[src/rtl/phy_tx_arbiter.sv]
// Packet-locked round-robin arbiter sharing one PHY transmit path among N_REQ router ports.
// Flits are only offered while the credit mirror of the PHY input buffer is non-zero.
module phy_tx_arbiter #(
    parameter int N_REQ   = 4,
    parameter int FLIT_W  = 18,
    parameter int CREDITS = 30,
    parameter int TIMEOUT = 64,
    localparam int CNT_W  = $clog2(CREDITS + 1),
    localparam int ID_W   = $clog2(N_REQ)
) (
    input  logic                      CLK,
    input  logic                      rst_n,
    input  logic [N_REQ*FLIT_W-1:0]   req_flit,
    output logic [N_REQ-1:0]          req_ready,
    output logic [FLIT_W-1:0]         phy_flit,
    output logic                      en_send_to_phy,
    input  logic                      credit_ret,
    output logic [CNT_W-1:0]          credit_cnt,
    output logic [ID_W-1:0]           grant_id,
    output logic                      busy,
    output logic                      err
);

    // state | meaning
    // IDLE  | no owner; round-robin scan from r_rr_ptr picks the next owner
    // XFER  | owner locked until its tail flit is accepted or the idle timeout fires
    localparam logic [0:0] ST_IDLE = 1'b0;
    localparam logic [0:0] ST_XFER = 1'b1;

    localparam int TO_W = $clog2(TIMEOUT + 1);

    logic [0:0]        r_state;
    logic [ID_W-1:0]   r_rr_ptr;
    logic [ID_W-1:0]   r_grant_id;
    logic [CNT_W-1:0]  r_credit;
    logic [FLIT_W-1:0] r_phy_flit;
    logic              r_en;
    logic              r_err;
    logic [TO_W-1:0]   r_idle_cnt;

    logic [N_REQ-1:0]  w_valid;
    logic [FLIT_W-1:0] w_owner_flit;
    logic              w_owner_valid;
    logic              w_owner_tail;
    logic              w_xfer;
    logic              w_credit_ok;
    logic              w_accept;
    logic              w_win_found;
    logic [ID_W-1:0]   w_win_id;
    logic [ID_W:0]     w_scan_idx;
    logic [ID_W-1:0]   w_next_ptr;

    always_comb begin
        w_valid = '0;
        for (int i = 0; i < N_REQ; i++) begin
            w_valid[i] = req_flit[i*FLIT_W + FLIT_W - 1];
        end
    end

    always_comb begin
        w_owner_flit = '0;
        for (int i = 0; i < N_REQ; i++) begin
            if (r_grant_id == ID_W'(i)) begin
                w_owner_flit = req_flit[i*FLIT_W +: FLIT_W];
            end
        end
    end

    // Scan downward so the last hit, i.e. the closest to r_rr_ptr, wins.
    always_comb begin
        w_win_found = 1'b0;
        w_win_id    = '0;
        w_scan_idx  = '0;
        for (int k = N_REQ - 1; k >= 0; k--) begin
            w_scan_idx = {1'b0, r_rr_ptr} + (ID_W+1)'(k);
            if (w_scan_idx >= (ID_W+1)'(N_REQ)) begin
                w_scan_idx = w_scan_idx - (ID_W+1)'(N_REQ);
            end
            if (w_valid[w_scan_idx[ID_W-1:0]]) begin
                w_win_found = 1'b1;
                w_win_id    = w_scan_idx[ID_W-1:0];
            end
        end
    end

    assign w_owner_valid = w_owner_flit[FLIT_W-1];
    assign w_owner_tail  = w_owner_flit[FLIT_W-2];
    assign w_xfer        = (r_state == ST_XFER);
    assign w_credit_ok   = (r_credit != '0);
    assign w_accept      = w_xfer && w_credit_ok && w_owner_valid;
    assign w_next_ptr    = (r_grant_id == ID_W'(N_REQ - 1)) ? '0 : r_grant_id + ID_W'(1);

    always_comb begin
        req_ready = '0;
        if (w_xfer && w_credit_ok) begin
            req_ready[r_grant_id] = 1'b1;
        end
    end

    always_ff @(posedge CLK or negedge rst_n) begin
        if (!rst_n) begin
            r_state    <= ST_IDLE;
            r_rr_ptr   <= '0;
            r_grant_id <= '0;
            r_credit   <= CNT_W'(CREDITS);
            r_phy_flit <= '0;
            r_en       <= 1'b0;
            r_err      <= 1'b0;
            r_idle_cnt <= '0;
        end else begin
            r_phy_flit <= w_accept ? w_owner_flit : '0;
            r_en       <= w_accept;

            // A return coinciding with an accept cancels out; a return at full is an overflow.
            if (credit_ret && !w_accept) begin
                if (r_credit == CNT_W'(CREDITS)) begin
                    r_err <= 1'b1;
                end else begin
                    r_credit <= r_credit + CNT_W'(1);
                end
            end else if (w_accept && !credit_ret) begin
                r_credit <= r_credit - CNT_W'(1);
            end

            case (r_state)
                ST_IDLE: begin
                    r_idle_cnt <= '0;
                    if (w_win_found) begin
                        r_grant_id <= w_win_id;
                        r_state    <= ST_XFER;
                    end
                end
                ST_XFER: begin
                    if (w_accept) begin
                        r_idle_cnt <= '0;
                        if (w_owner_tail) begin
                            r_state  <= ST_IDLE;
                            r_rr_ptr <= w_next_ptr;
                        end
                    end else if (!w_owner_valid) begin
                        if (r_idle_cnt == TO_W'(TIMEOUT - 1)) begin
                            r_err      <= 1'b1;
                            r_state    <= ST_IDLE;
                            r_rr_ptr   <= w_next_ptr;
                            r_idle_cnt <= '0;
                        end else begin
                            r_idle_cnt <= r_idle_cnt + TO_W'(1);
                        end
                    end
                end
                default: r_state <= ST_IDLE;
            endcase
        end
    end

    assign phy_flit       = r_phy_flit;
    assign en_send_to_phy = r_en;
    assign credit_cnt     = r_credit;
    assign grant_id       = r_grant_id;
    assign busy           = w_xfer;
    assign err            = r_err;

endmodule

[config.mk]
export PLATFORM = sky130hd
export DESIGN_NAME = phy_tx_arbiter
export DESIGN_NICKNAME = d
export VERILOG_FILES = /design/src/rtl/phy_tx_arbiter.sv
export SDC_FILE = /design/constraint.sdc
export NUM_CORES = 1
export LEC_CHECK = 0
export ABC_CLOCK_PERIOD_IN_PS = 3300
export BUFFER_PORTS_ARGS = -buffer_cell sky130_fd_sc_hd__buf_4
export CORE_MARGIN = 10
export CORE_UTILIZATION = 47
export DETAILED_ROUTE_END_ITERATION = 10
export PLACE_DENSITY = 0.85
export SLEW_MARGIN = 20
export SYNTH_ARGS = -nofsm -noshare
export SYNTH_HDL_FRONTEND = slang
export SYNTH_SLANG_ARGS = --single-unit
[constraint.sdc]
create_clock -name CLK -period 3.3 [get_ports CLK]
set_input_delay 0.66 -clock CLK [delete_from_list [all_inputs] [get_ports CLK]]
set_output_delay 0.66 -clock CLK [all_outputs]
set_load 0.05 [all_outputs]
-- Yosys cells after proc, flatten, opt, wreduce, memory -nomap -nowiden
Cells that the tools add are included.
W data, S select, Z words.
- $add $sub $neg: 11
- multipliers: 0
- div/mod/pow operators: 0
- magnitude comparators: 10
- equality and inequality tests: 9
- shift-type cells: 0
- multiplexer cells: 52
- bitwise logic cells: 1
- reductions and logical operators: 14
- operators with widths (kind ; count):
    $mux W18 ; 5
    $mux W2 ; 13
    $mux W7 ; 3
    $mux W1 ; 20
    $lt A2 B3 Y1 const B ; 5
    $mux W5 ; 3
    $pmux W7 S2 ; 1
    $ge A3 B3 Y1 const B ; 3
    $bmux W1 S2 ; 4
    $sub A2 B1 Y2 const B ; 4
    $add A7 B1 Y7 const B ; 1
    $eq A7 B6 Y1 const B ; 1
    $add A2 B2 Y3 const B ; 2
    $add A5 B1 Y5 const B ; 1
    $eq A5 B5 Y1 const B ; 1
    $logic_and A1 B1 Y1 ; 5
    $reduce_bool A5 Y1 ; 1
    $sub A5 B1 Y5 const B ; 1
    $eq A2 B2 Y1 const B ; 2
    $mux W4 ; 1
    $ne A2 B2 Y1 const B ; 2
    $reduce_and A2 Y1 ; 2
    $reduce_and A4 Y1 ; 1
    $reduce_bool A2 Y1 ; 2
    other kinds (12) ; 13
- bits in registers: 37
- latch bits: 0
- bits in writable memories: 0
- bits in read-only memories: 0
- input port bits: 75
- output and inout port bits: 32
- memories: 0

-- Depth between registers and ports, before layout
- depth after elaboration: 13
- mapped depth: 14
- depth with buffers taken out: 12

-- Least setup slack after synthesis
Ideal clock, no wire load.
- path kind: register to register
- start: register r_grant_id[0], in the netlist grant_id[0]
- end: register r_credit[4], in the netlist credit_cnt[4]
- setup time: 0.075 ns
- arrival time: 3.235 ns
- setup slack: -0.010 ns
- stages on the path, launching flop included: 15
- buffers on the path: 2
- clock period less this slack: 3.310 ns
- path through: dfrtp_1 -> inv_1 -> ha_1 -> buf_2 -> a211oi_1 -> a211oi_4 -> nand2_4 -> buf_6 -> nand2_1 -> fa_1 -> a21o_1 -> a21oi_1 -> nand4_1 -> o31ai_2 -> xor2_1
- cells in the longest elaborated chain, start to end: 10
- elaborated cells between the ends (all ways): 16
- those cells by class: 4 x eq/ne; 5 x mux; 7 x reduce/logical
- RTL lines (item ; RTL line ; RTL):
    start: declaration ; 34 ; logic [ID_W-1:0] r_grant_id;
    start signal: assignment ; 129 ; r_grant_id <= w_win_id;
    $logic_not A2 Y1 ; 63 ; if (r_grant_id == ID_W'(i)) begin
    $mux W18 (3 in series) ; 63 ;
    $mux W18 (*) ; 63 ;
    $logic_and A1 B1 Y1 (*) ; 90 ; assign w_accept = w_xfer && w_credit_ok && w_owner_valid;
    $logic_not A1 Y1 ; 115 ; if (credit_ret && !w_accept) begin
    $logic_and A1 B1 Y1 ; 115 ;
    $ne A2 B2 Y1 (no line) / $reduce_bool A2 Y1 (equally long branches) ; - ;
    $reduce_and A2 Y1 (no line) ; - ;
    end signal: assignment ; 105 ; r_credit <= CNT_W'(CREDITS);
    end signal: assignment ; 119 ; r_credit <= r_credit + CNT_W'(1);
    end signal: assignment ; 122 ; r_credit <= r_credit - CNT_W'(1);
    end: declaration ; 35 ; logic [CNT_W-1:0] r_credit;
Mark *: on every way between the ends. The rest lies on a longest branch, timed or not.
A chain may end at the register's enable or synchronous reset.

-- Worst setup path in the final report
- start: register r_grant_id[1], in the netlist grant_id[1]
- end: register r_credit[4], in the netlist credit_cnt[4]
The elaborated chain is that of the path after synthesis.

==> metrics <==
Max-cap violations=0; CTS resizes=0; routed length per instance=17.4 um; CTS Buf Count=5; RePlAce Congestion=0.883; residual DRC count=0; clk slew on worst S/H paths=80 ps; Antenna Cells=0; async set or reset register ratio after synthesis=1.00; Critical Path AT=3240 ps; VDD IR max=0.548 mV; Area Overhead vs Synth=41.4%; area occupied by multi-input gates=1220 um^2; R2R Path End=credit_cnt[4]$_DFFE_PN1P_; Netlist cell types=47; WS Path Type=register to register; FP Rows=25; initial core utilization=0.480; Worst slew margin=0.526; CP delay by family, top=compound AO/OA/AOI/OAI gates; synth warn=0; HPWL Detailed=5480 um; # H-tree levels=2; Final ANT Viol Nets=0; Clock Tree Buf Depth=2; cell area after synthesis=2240 um^2; leak pwr=1.55 nW; Synth Register Bits=36; die height=89.0 um; routed via count=2203; GRT Total Usage=0.175; GRT overflow=0; vias per cell=5.54; worst r2r src=grant_id[1]$_DFFE_PN0P_; global-route wire length before repair=10900 um; pins over their slew limit=0; FF-to-FF setup slack=290 ps; Final Skew=8.34 ps; placed cells=390; register area share after synthesis=0.405; Post-CTS Setup Bufs=0; period utilisation layout=0.914; Cell Chain, Critical Path=inv_1 > ha_1 > a211oi_1 > a211oi_4 > nand2_4 > nand2_1 > fa_1 > a21o_1 > a21oi_1 > nand4_1 > o31ai_2 > xor2_1; core area=4660 um^2; Max Fclk=0.332 GHz; total routed wirelength=6940 um; initial antenna violation count=0; filler cell count=380; die area=7920 um^2; vias in the first global route=2284; DR pass1 iterations=4; commonest non-fill, non-tap cells in the layout=110 x buf_4, 31 x dfrtp_1, 28 x nor2_1; DRT iter0 DRCs=117; CTS sink cnt=36; setup_tns=0 ps; Hold Crit Class=input pin to async pin; number of hold buffers added after cts=0; non-filler instance count after layout=398; synthesized instance count=241; outcome=completed; slowest stage delay, CP=510 ps; layout cells sized above 1=0.395; Tmin final=3010 ps; Hold Vio Cnt, Final=0; Die W=89.0 um; final setup fails=0; FF+latch area=907 um^2; required time worst endpoint=3530 ps; startpoint types=register; I/O Pins=107; I/O Buffers=106; CTS tree=done; PwrDens=1060 nW/um^2; final net count=427; number of flops mapped to enable cells by yosys=0; largest net degree at the start of global routing=37; Buf/Inv on CP=1; ys flop type=dfrtp_1; root buf cell=clkbuf_8; commonest non-fill, non-tap cell in the layout=buf_4; Synth Area per Inst=9.28 um^2; RSZ-0062 raised after global routing=false; Reg2Reg Depth=12; CP max-delay cell=a211oi_1; synthesized net count=325; Worst-Skew Late Latency=290 ps; Max Fanout on Critical Path=9; CP endpoint kind=register; Worst-Margin Slew=708 ps
==> how the worst max path moves through the flow <==
| stage | start | endpoint | slack [ps] | cells past startpoint |
|---|---|---|---|---|
| 2_1_floorplan | grant_id[1]$_DFFE_PN0P_ | credit_cnt[4]$_DFFE_PN1P_ | 80 | 13 |
| 3_5_place_dp | req_flit[35] | credit_cnt[4]$_DFFE_PN1P_ | 300 | 11 |
| 4_1_cts | grant_id[1]$_DFFE_PN0P_ | credit_cnt[4]$_DFFE_PN1P_ | 300 | 12 |
| 3_3_place_gp | req_flit[35] | credit_cnt[4]$_DFFE_PN1P_ | 420 | 11 |
| 5_1_grt | grant_id[1]$_DFFE_PN0P_ | credit_cnt[4]$_DFFE_PN1P_ | 70 | 12 |
| 6_report | grant_id[1]$_DFFE_PN0P_ | credit_cnt[4]$_DFFE_PN1P_ | 290 | 12 |
==> flip-flops by register name, summed over array words and instances (netlist names) <==
signal	cells
phy_flit	17
r_idle_cnt	7
credit_cnt	5
grant_id	2
r_rr_ptr	2
busy	1
en_send_to_phy	1
err	1
==> through the flow <==
| step | utilization | hold slack (ps) | total power, mW | instance area, um^2 | setup WS (ps) |
|---|---|---|---|---|---|
| after floorplan | - | 364 | 2.42 | 2240 | 79.4 |
| after global placement | 0.654 | 478 | 2.92 | 3050 | 418 |
| after detailed placement | 0.654 | 503 | 2.98 | 3050 | 305 |
| after CTS | 0.678 | 327 | 3.37 | 3160 | 301 |
| after global routing | 0.678 | 343 | 3.61 | 3160 | 65.5 |
| final | 0.678 | 308 | 3.35 | 3160 | 285 |
==> power by group <==
group | internal, mW | switching [mW]
sequential | 0.611 | 0.125
combinational | 0.847 | 1.39
clock | 0.224 | 0.159
==> per-layer routing <==
layer | wire length (um) | GRT usage | vias to the layer above
met5 | 0 | 0 | -
met4 | 88 | 0.0434 | 0
met3 | 644 | 0.0793 | 7
met2 | 3530 | 0.300 | 78
met1 | 2680 | 0.195 | 1043
li1 | - | - | 1075
==> cells in the mapped netlist (3+ instances only) <==
cell,number,area share
dfrtp_1,32,0.36
nor2_1,28,0.047
a21oi_1,24,0.054
nor3_1,19,0.043
nor2b_1,18,0.050
a221oi_1,16,0.063
nand2_1,10,0.017
inv_1,9,0.015
clkbuf_1,8,0.013
ha_1,8,0.045
mux2i_1,5,0.022
and2_1,4,0.011
buf_2,4,0.0090
dfstp_2,4,0.047
nand3_1,4,0.0090
xor2_1,4,0.016
a31oi_1,3,0.0084
nand4_1,3,0.0084
==> cell type report <==
type	instances	share of cell area
clock inverter	2	0.0111
inverter	9	0.0107
clock buffer	6	0.0230
timing repair buffer	110	0.261
sequential	36	0.287
multi-input combinational	181	0.386
tap	54	0.0214
==> cells by family after synthesis <==
| family | synth area share |
|---|---|
| multiplexers | 0.0392 |
| AO/OA/AOI/OAI | 0.208 |
| flip-flops | 0.405 |
| buffers and inverters | 0.0509 |
| XOR/XNOR | 0.0235 |
| AND/OR/NAND/NOR | 0.219 |
| adder cells (fa/ha/maj) | 0.0537 |
No activity file was read; power rests on OpenSTA's default activity.
